`src/rtl/div_batch_requester.sv`:
```
// Batch requester for the shared signed iterative divider: one divisor, LEN numerators in, LEN quotients out.
// Latency per element: 1 FETCH + divider latency + >=1 DROP + >=1 RESULT cycles; one element in flight.
// Backpressure: O_NUM_RDY only in FETCH; a stalled quotient (I_Q_RDY=0) holds O_Q/O_Q_LAST and blocks fetching.
module div_batch_requester #(
  parameter int D_W     = 16,
  parameter int MAX_LEN = 64,
  parameter int LEN_W   = $clog2(MAX_LEN + 1),
  parameter int TIMEOUT = 64
) (
  input  logic             I_CLK,
  input  logic             I_RST,
  // batch configuration
  input  logic             I_CFG_VLD,
  input  logic [D_W-1:0]   I_CFG_DIVISOR,
  input  logic [LEN_W-1:0] I_CFG_LEN,
  output logic             O_BUSY,
  output logic             O_DONE,
  output logic             O_ERR,
  // numerator stream
  input  logic             I_NUM_VLD,
  input  logic [D_W-1:0]   I_NUM,
  output logic             O_NUM_RDY,
  // divider start/result handshake
  output logic             O_DIV_START,
  output logic [D_W-1:0]   O_DIVIDEND,
  output logic [D_W-1:0]   O_DIVISOR,
  input  logic [D_W-1:0]   I_QUOTIENT,
  input  logic             I_OUT_VLD,
  // quotient stream
  output logic             O_Q_VLD,
  output logic [D_W-1:0]   O_Q,
  output logic             O_Q_LAST,
  input  logic             I_Q_RDY
);

  // Watchdog wide enough to hold TIMEOUT-1 for any TIMEOUT >= 1.
  localparam int WD_W = (TIMEOUT > 1) ? $clog2(TIMEOUT + 1) : 1;
  localparam logic [WD_W-1:0] WD_LAST = WD_W'(TIMEOUT - 1);

  // Divide-by-zero saturation values, chosen by numerator sign.
  localparam logic [D_W-1:0] Q_POS_SAT = {1'b0, {(D_W-1){1'b1}}};
  localparam logic [D_W-1:0] Q_NEG_SAT = {1'b1, {(D_W-1){1'b0}}};

  typedef enum logic [2:0] {
    S_IDLE,
    S_FETCH,
    S_REQ,
    S_DROP,
    S_RESULT
  } state_t;

  state_t           state;
  logic [D_W-1:0]   divisor_r;
  logic [LEN_W-1:0] len_r;
  logic [LEN_W-1:0] cnt;
  logic [WD_W-1:0]  wdog;
  logic             is_last;
  logic             num_fire;
  logic             q_fire;

  // Element index compare and handshake strobes.
  always_comb begin
    is_last  = (cnt == (len_r - LEN_W'(1)));
    num_fire = O_NUM_RDY & I_NUM_VLD;
    q_fire   = O_Q_VLD & I_Q_RDY;
  end

  // Batch FSM; every output is a register updated here.
  always_ff @(posedge I_CLK) begin
    if (I_RST) begin
      state       <= S_IDLE;
      divisor_r   <= '0;
      len_r       <= '0;
      cnt         <= '0;
      wdog        <= '0;
      O_BUSY      <= 1'b0;
      O_DONE      <= 1'b0;
      O_ERR       <= 1'b0;
      O_NUM_RDY   <= 1'b0;
      O_DIV_START <= 1'b0;
      O_DIVIDEND  <= '0;
      O_DIVISOR   <= '0;
      O_Q_VLD     <= 1'b0;
      O_Q         <= '0;
      O_Q_LAST    <= 1'b0;
    end else begin
      O_DONE <= 1'b0;
      case (state)
        S_IDLE: begin
          if (I_CFG_VLD) begin
            divisor_r <= I_CFG_DIVISOR;
            len_r     <= I_CFG_LEN;
            cnt       <= '0;
            O_ERR     <= 1'b0;
            if (I_CFG_LEN == '0) begin
              // Empty batch completes immediately without leaving IDLE.
              O_DONE <= 1'b1;
            end else begin
              state     <= S_FETCH;
              O_BUSY    <= 1'b1;
              O_NUM_RDY <= 1'b1;
            end
          end
        end

        S_FETCH: begin
          if (num_fire) begin
            O_NUM_RDY  <= 1'b0;
            O_DIVIDEND <= I_NUM;
            O_DIVISOR  <= divisor_r;
            if (divisor_r == '0) begin
              // Resolve divide-by-zero locally; the divider is never started.
              O_Q      <= I_NUM[D_W-1] ? Q_NEG_SAT : Q_POS_SAT;
              O_Q_VLD  <= 1'b1;
              O_Q_LAST <= is_last;
              state    <= S_RESULT;
            end else begin
              O_DIV_START <= 1'b1;
              wdog        <= '0;
              state       <= S_REQ;
            end
          end
        end

        S_REQ: begin
          if (I_OUT_VLD) begin
            O_Q         <= I_QUOTIENT;
            O_DIV_START <= 1'b0;
            state       <= S_DROP;
          end else if (wdog == WD_LAST) begin
            // Divider hung: abandon the element with a zero quotient.
            O_Q         <= '0;
            O_ERR       <= 1'b1;
            O_DIV_START <= 1'b0;
            state       <= S_DROP;
          end else begin
            wdog <= wdog + WD_W'(1);
          end
        end

        S_DROP: begin
          // Wait for the divider's valid to fall before anything else can start.
          if (!I_OUT_VLD) begin
            O_Q_VLD  <= 1'b1;
            O_Q_LAST <= is_last;
            state    <= S_RESULT;
          end
        end

        S_RESULT: begin
          if (q_fire) begin
            O_Q_VLD  <= 1'b0;
            O_Q_LAST <= 1'b0;
            cnt      <= cnt + LEN_W'(1);
            if (O_Q_LAST) begin
              state  <= S_IDLE;
              O_BUSY <= 1'b0;
              O_DONE <= 1'b1;
            end else begin
              state     <= S_FETCH;
              O_NUM_RDY <= 1'b1;
            end
          end
        end

        default: begin
          state       <= S_IDLE;
          O_BUSY      <= 1'b0;
          O_NUM_RDY   <= 1'b0;
          O_DIV_START <= 1'b0;
          O_Q_VLD     <= 1'b0;
          O_Q_LAST    <= 1'b0;
        end
      endcase
    end
  end

endmodule
```
`config.mk`:
```
export PLATFORM = sky130hd
export DESIGN_NAME = div_batch_requester
export DESIGN_NICKNAME = d
export VERILOG_FILES = /design/src/rtl/div_batch_requester.sv
export SDC_FILE = /design/constraint.sdc
export NUM_CORES = 1
export LEC_CHECK = 0
export BUFFER_PORTS_ARGS = -buffer_cell sky130_fd_sc_hd__buf_2
export CORE_ASPECT_RATIO = 1.1
export CORE_UTILIZATION = 30
export CTS_CLUSTER_SIZE = 16
export DETAILED_ROUTE_END_ITERATION = 8
export PLACE_DENSITY = 0.61
export SYNTH_ARGS = -nofsm -noshare
export SYNTH_HDL_FRONTEND = slang
export SYNTH_SLANG_ARGS = --single-unit
```
`constraint.sdc`:
```
create_clock -name I_CLK -period 1.8 [get_ports I_CLK]
set_input_delay 0.09 -clock I_CLK [delete_from_list [all_inputs] [get_ports I_CLK]]
set_output_delay 0.09 -clock I_CLK [all_outputs]
set_load 0.005 [all_outputs]
```
# Word-level counts from Yosys, hierarchy flattened

Index checks and enable logic that the tools add are counted.

Word-level logic and storage cells: 120
Bits in registers: 95
Output and inout bits: 55

Equal/unequal tests: 19
Reduce and logical (&&, ||, !) cells: 21
Bitwise gates (word level): 6
Muxes and demuxes: 56
Add/sub/neg operators: 3

Operators by type and width:

| operator                                            | count |
|---|---|
| 2-to-1 mux 16 bit                                   | 5 |
| 2-to-1 mux 7 bit                                    | 6 |
| case mux 16 bit (2 select lines)                    | 1 |
| case mux 7 bit (2 select lines)                     | 2 |
| 2-to-1 mux 1 bit                                    | 26 |
| 2-to-1 mux 3 bit                                    | 8 |
| inequality test 2 bit, second input constant        | 12 |
| logical NOT 16 bit                                  | 1 |
| case mux 3 bit (5 select lines)                     | 1 |
| AND reduction 5 bit                                 | 3 |
| adder 7 x 1 -> 7 bit, second input constant         | 2 |
| case mux 1 bit (4 select lines)                     | 3 |
| AND reduction 4 bit                                 | 3 |
| AND reduction 6 bit                                 | 2 |
| equality test 7 x 6 -> 1 bit, second input constant | 1 |
| equality test 7 bit                                 | 1 |
| logical NOT 7 bit                                   | 1 |
| subtractor 7 x 1 -> 7 bit, second input constant    | 1 |
| equality test 3 x 2 -> 1 bit, second input constant | 2 |
| case mux 1 bit (3 select lines)                     | 2 |
| nonzero test 2 bit                                  | 3 |
| OR reduction 3 bit                                  | 2 |
| inverter 1 bit                                      | 4 |
| case mux 1 bit (2 select lines)                     | 2 |
| other kinds (8)                                     | 11 |

# Longest topological paths before layout

Depth in word-level cells: 5
Depth in mapped cells: 8
Depth with buffers taken out: 7

# Worst setup path after synthesis

OpenSTA, ideal clock, no wires.

Kind: reg2reg
Start point: register wdog[0]
End point: register O_Q[10]
Arrival time: 1,660 ps
Buffers on the path: 2
Clock period less this slack: 1,804 ps
Cell stages (with the launch flop): 9
Setup time: 145 ps
Setup slack: -4 ps
Path through: dfxtp_1 > ha_1 > nand2b_1 > o21a_1 > buf_6 > or2_1 > a21oi_2 > buf_6 > a211oi_2

Longest elaborated chain between the ends: 3

Ends and longest elaborated chain:

| element                                | line | RTL |
|---|---|---|
| start: declaration                     | 56   | `logic [WD_W-1:0] wdog;` |
| start signal: assignment               | 137  | `wdog <= wdog + WD_W'(1);` |
| equality test 7 x 6 -> 1 bit           | 130  | `end else if (wdog == WD_LAST) begin` |
| inequality test 3 bit (no source line) | n/a  |  |
| AND reduction 4 bit (no source line)   | n/a  |  |
| end signal: assignment                 | 113  | `O_Q <= I_NUM[D_W-1] ? Q_NEG_SAT : Q_POS_SAT;` |
| end: declaration                       | 31   | `output logic [D_W-1:0] O_Q,` |

Every way passes these cells.
A chain may end at the register's enable or synchronous reset.

# Final worst setup path

Start point: register wdog[1]
End point: register O_Q[8]

Same word-level chain as after synthesis.

==> impl_results.md <==
* Routed vias at 4016
* Overflow after GRT at 0
* Portion of synthesized cell area occupied by the leading cell type at 0.465
* Count of state elements after synthesis at 95
* Proportion of synthesized chip area in sequential cells at 0.465
* Number of clock sinks seen by CTS at 95
* Number of buffer cells added on primary ports at between 100 and 150
* TritonCTS clock tree: yes
* Mean post-synth cell area at 8.41 um^2
* Count of cell types in the netlist at between 50 and 60
* Largest net degree at the start of global routing at 45
* Most frequent cells after synthesis: nand2_1 (142), dfxtp_1 (95), a21oi_1 (64), nor2_1 (27), clkbuf_1 (15)
* Cell types with the largest area share after synthesis: dfxtp_1 (47%), nand2_1 (13%), a21oi_1 (7.8%), a211oi_2 (3.4%), nor2_1 (2.5%)
* Setup skew after layout at approximately 0.0041 ns
* Kind of critical path: reg2reg
* Total GRT Usage at 0.160
* Number of cells produced by synthesis at 486
* Hold path startpoint: I_QUOTIENT[4]
* Post-Synthesis Cell Area at 4090 um^2
* Number of top-level pins at 116
* Number of detailed-route iterations in the first pass at 4
* Routed length per placed instance at 13.0 um
* Number of vias per cell at 4.66
* Maximum buffer depth of the clock tree at 2
* Number of antenna repair diodes at 0
* Final Net Count at between 700 and 800
* Peak Freq at about 540 MHz
* Worst slack at placement at -0.0941 ns
* Area Growth Syn to Fin at 47.7%
* Floorplan die area at between 10000 and 15000 um^2
* Clk slew on worst S/H paths at 0.07 ns
* Number of H-tree branching levels at 3
* Last weighted congestion value of the routability-driven placer at 0.820
* Initial antenna violation count at 0
* Number of nets produced by synthesis at 550
* Worst slew pin tran at between 0.4 and 0.5 ns
* Worst R2R Start: wdog[1]$_SDFFE_PP0P_
* Height of the die at 124 um
* Violated checks: setup timing
* Die Wd at 113 um
* Antenna violation net count after detailed routing at 0
* Final setup slack of the worst path at -0.0475 ns
* Worst setup path startpoint: wdog[1]$_SDFFE_PP0P_
* CTS root buf: clkbuf_16
* Rel. slew slack at 0.706
* Drt total wl at roughly 11 mm
* Initial DRC Count at between 150 and 200
* Area of the core at between 10000 and 15000 um^2
* Number of design rule violations left after detail routing at 0
* Peak supply drop at 0.456 mV
* Ratio of cells with drive above 1 in the final layout at 0.327
* Leakage power of the design at 2.44 nW
* Number of clock buffers inserted by TritonCTS at 9
* Global-route wire length before repair at 18.0 mm
* Critical Path Fanout Max at 8
* Yosys warnings at 0
* Vias in the first global route at 3929
* Share of the core filled with cells at 0.455
* Crit share post-route at 1.03
* Cell type contributing the most total cell area after synthesis: dfxtp_1
* Setup crit end kind: flip-flop
* Count of final max-slew check failures at 0
* Floorplan row count at 44
* Req. time, crit path at just over 2 ns
* EDFF count, synth at 0
* Unrepaired setup endpoints after global routing: true
* Leading cell type by number of instances after synthesis: nand2_1
* Setup crit start kind: flip-flop
* Pwr per Cell Area at 1170 nW/um^2
* Proportion of synthesized flip-flops having asynchronous set or reset at 0
* Max-Cap Viols at 0
* Most used flip-flop cell after synthesis: dfxtp_1
* Initial Util at 0.308
* Class of the worst hold path: in2reg
* Post-DP HPWL at 7.65 mm
* Endpoints failing setup at 7
* Hold Fails Final Rpt at 0
* Final critical delay including setup and external delays at about 1.8 ns
* Outcome: finished with violations
* Arrival time worst endpoint at 2.11 ns
* Clock latency reported for the late side of the worst-skew pair at 0.35 ns
==> worst max-delay path: stages (launching register included) <==
cell and delay, ns:
dfxtp_1 0.37, ha_4 0.18, nand2b_4 0.06, o21a_1 0.20, buf_4 0.15, a211oi_4 0.32, clkbuf_16 0.25, nor2_4 0.04
a211oi_2 0.19
==> power breakdown <==
| group | switching, W | total (W) | internal [W] |
|---|---|---|---|
| clock | 0.000852 | 0.00197 | 0.00112 |
| sequential | 0.000264 | 0.00264 | 0.00238 |
| combinational | 0.00125 | 0.00248 | 0.00123 |
| total | 0.00236 | 0.00709 | 0.00473 |
==> final timing paths <==
path / to / slack [ns] / depth (start not counted)
setup / recovery: O_Q[8]$_SDFFE_PP0P_ / -0.05 / 8
hold reg to reg: O_DIVISOR[12]$_SDFFE_PP0P_ / 0.45 / 2
hold / removal: O_Q[4]$_SDFFE_PP0P_ / 0.01 / 3
setup reg to reg: O_Q[8]$_SDFFE_PP0P_ / -0.05 / 8
==> state kept, by name, summed over array words and instances (netlist names), 3 cells and up <==
signal      count
O_Q            16
wdog            7
len_r           7
state           3
divisor_r      16
cnt             7
O_DIVIDEND     16
O_DIVISOR      16
==> per-layer routing <==
metal  up-vias  wire, um  track usage  share of wire
li1       2026         -            -              -
met5         -         0            0              0
met1      1866      5030        0.196           0.45
met2       116      5470        0.270           0.49
met3         8       563       0.0268          0.050
met4         0       166       0.0774          0.015
==> cells in the final DEF, fill, tap and decap left out, types with 2 or more instances in the layout <==
cell | Yosys | final
a211oi_1 | 6 | 4
a211oi_2 | 11 | 12
a211oi_4 | 1 | 2
a21oi_1 | 64 | 64
a22oi_1 | 2 | 2
a311oi_1 | 2 | 2
and2_1 | 4 | 4
and3_1 | 2 | 2
buf_12 | 0 | 5
buf_2 | 9 | 115
buf_4 | 1 | 37
clkbuf_16 | 0 | 10
clkinv_4 | 0 | 2
dfxtp_1 | 95 | 89
dfxtp_2 | 0 | 6
dlygate4sd3_1 | 0 | 46
ha_1 | 3 | 2
inv_1 | 2 | 2
mux2i_1 | 4 | 4
nand2_1 | 142 | 142
nand2b_1 | 5 | 4
nand3_1 | 7 | 7
nand4_1 | 6 | 6
nor2_1 | 27 | 25
nor2_2 | 10 | 5
nor2_4 | 0 | 7
nor2b_1 | 4 | 4
nor3_1 | 4 | 4
nor4_1 | 2 | 2
nor4_4 | 3 | 4
o21a_1 | 2 | 2
o21ai_0 | 5 | 5
o31ai_1 | 2 | 2
or3_1 | 3 | 3
xnor2_1 | 10 | 10
xor2_1 | 9 | 9
==> metrics by stage <==
stage / instances / area [um^2] / setup TNS (ns) / power, W / hold WS, ns
after floorplan: 486 / 4100 / 0 / 0.00400 / 0.226
after CTS: 858 / 5900 / 0 / 0.00701 / 0.000372
after global routing: 862 / 6040 / -1.22 / 0.00752 / 0.0174
final: 862 / 6040 / -0.202 / 0.00709 / 0.0142
after global placement: 795 / 5100 / -0.527 / 0.00479 / 0.330
after detailed placement: 795 / 5100 / -1.10 / 0.00485 / 0.340
==> repair_timing <==
action                                  4_1_cts  5_1_grt
gates resized for setup                       4       20
gates cloned                                  0        1
buffers inserted                              1        3
pin swaps                                     1        2
endpoints found under the setup margin       16       17
hold buffers                                 46        0
endpoints found under the hold margin        46        0
==> cell families (layout without fill, tap and decap cells) <==
family | count (synthesis) | in the layout | synth area share
mux | 5 | 5 | 0.0125
buf+inv | 30 | 222 | 0.0367
compound gates | 104 | 104 | 0.169
flops | 95 | 95 | 0.465
simple gates | 230 | 230 | 0.267
xor+xnor | 19 | 19 | 0.0407
fa+ha+maj | 3 | 3 | 0.00918
==> area by class of cell <==
cell class              count  area [um^2]
fillers                  1271         7230
multi-input cells         361         2140
flip-flops and latches     95         1910
repair buffers            204         1440
clock buffers              10          239
well taps                 184          230
clock inverters             6         68.8
inverters                   2         7.51
Power figures use the tool's default switching activity.
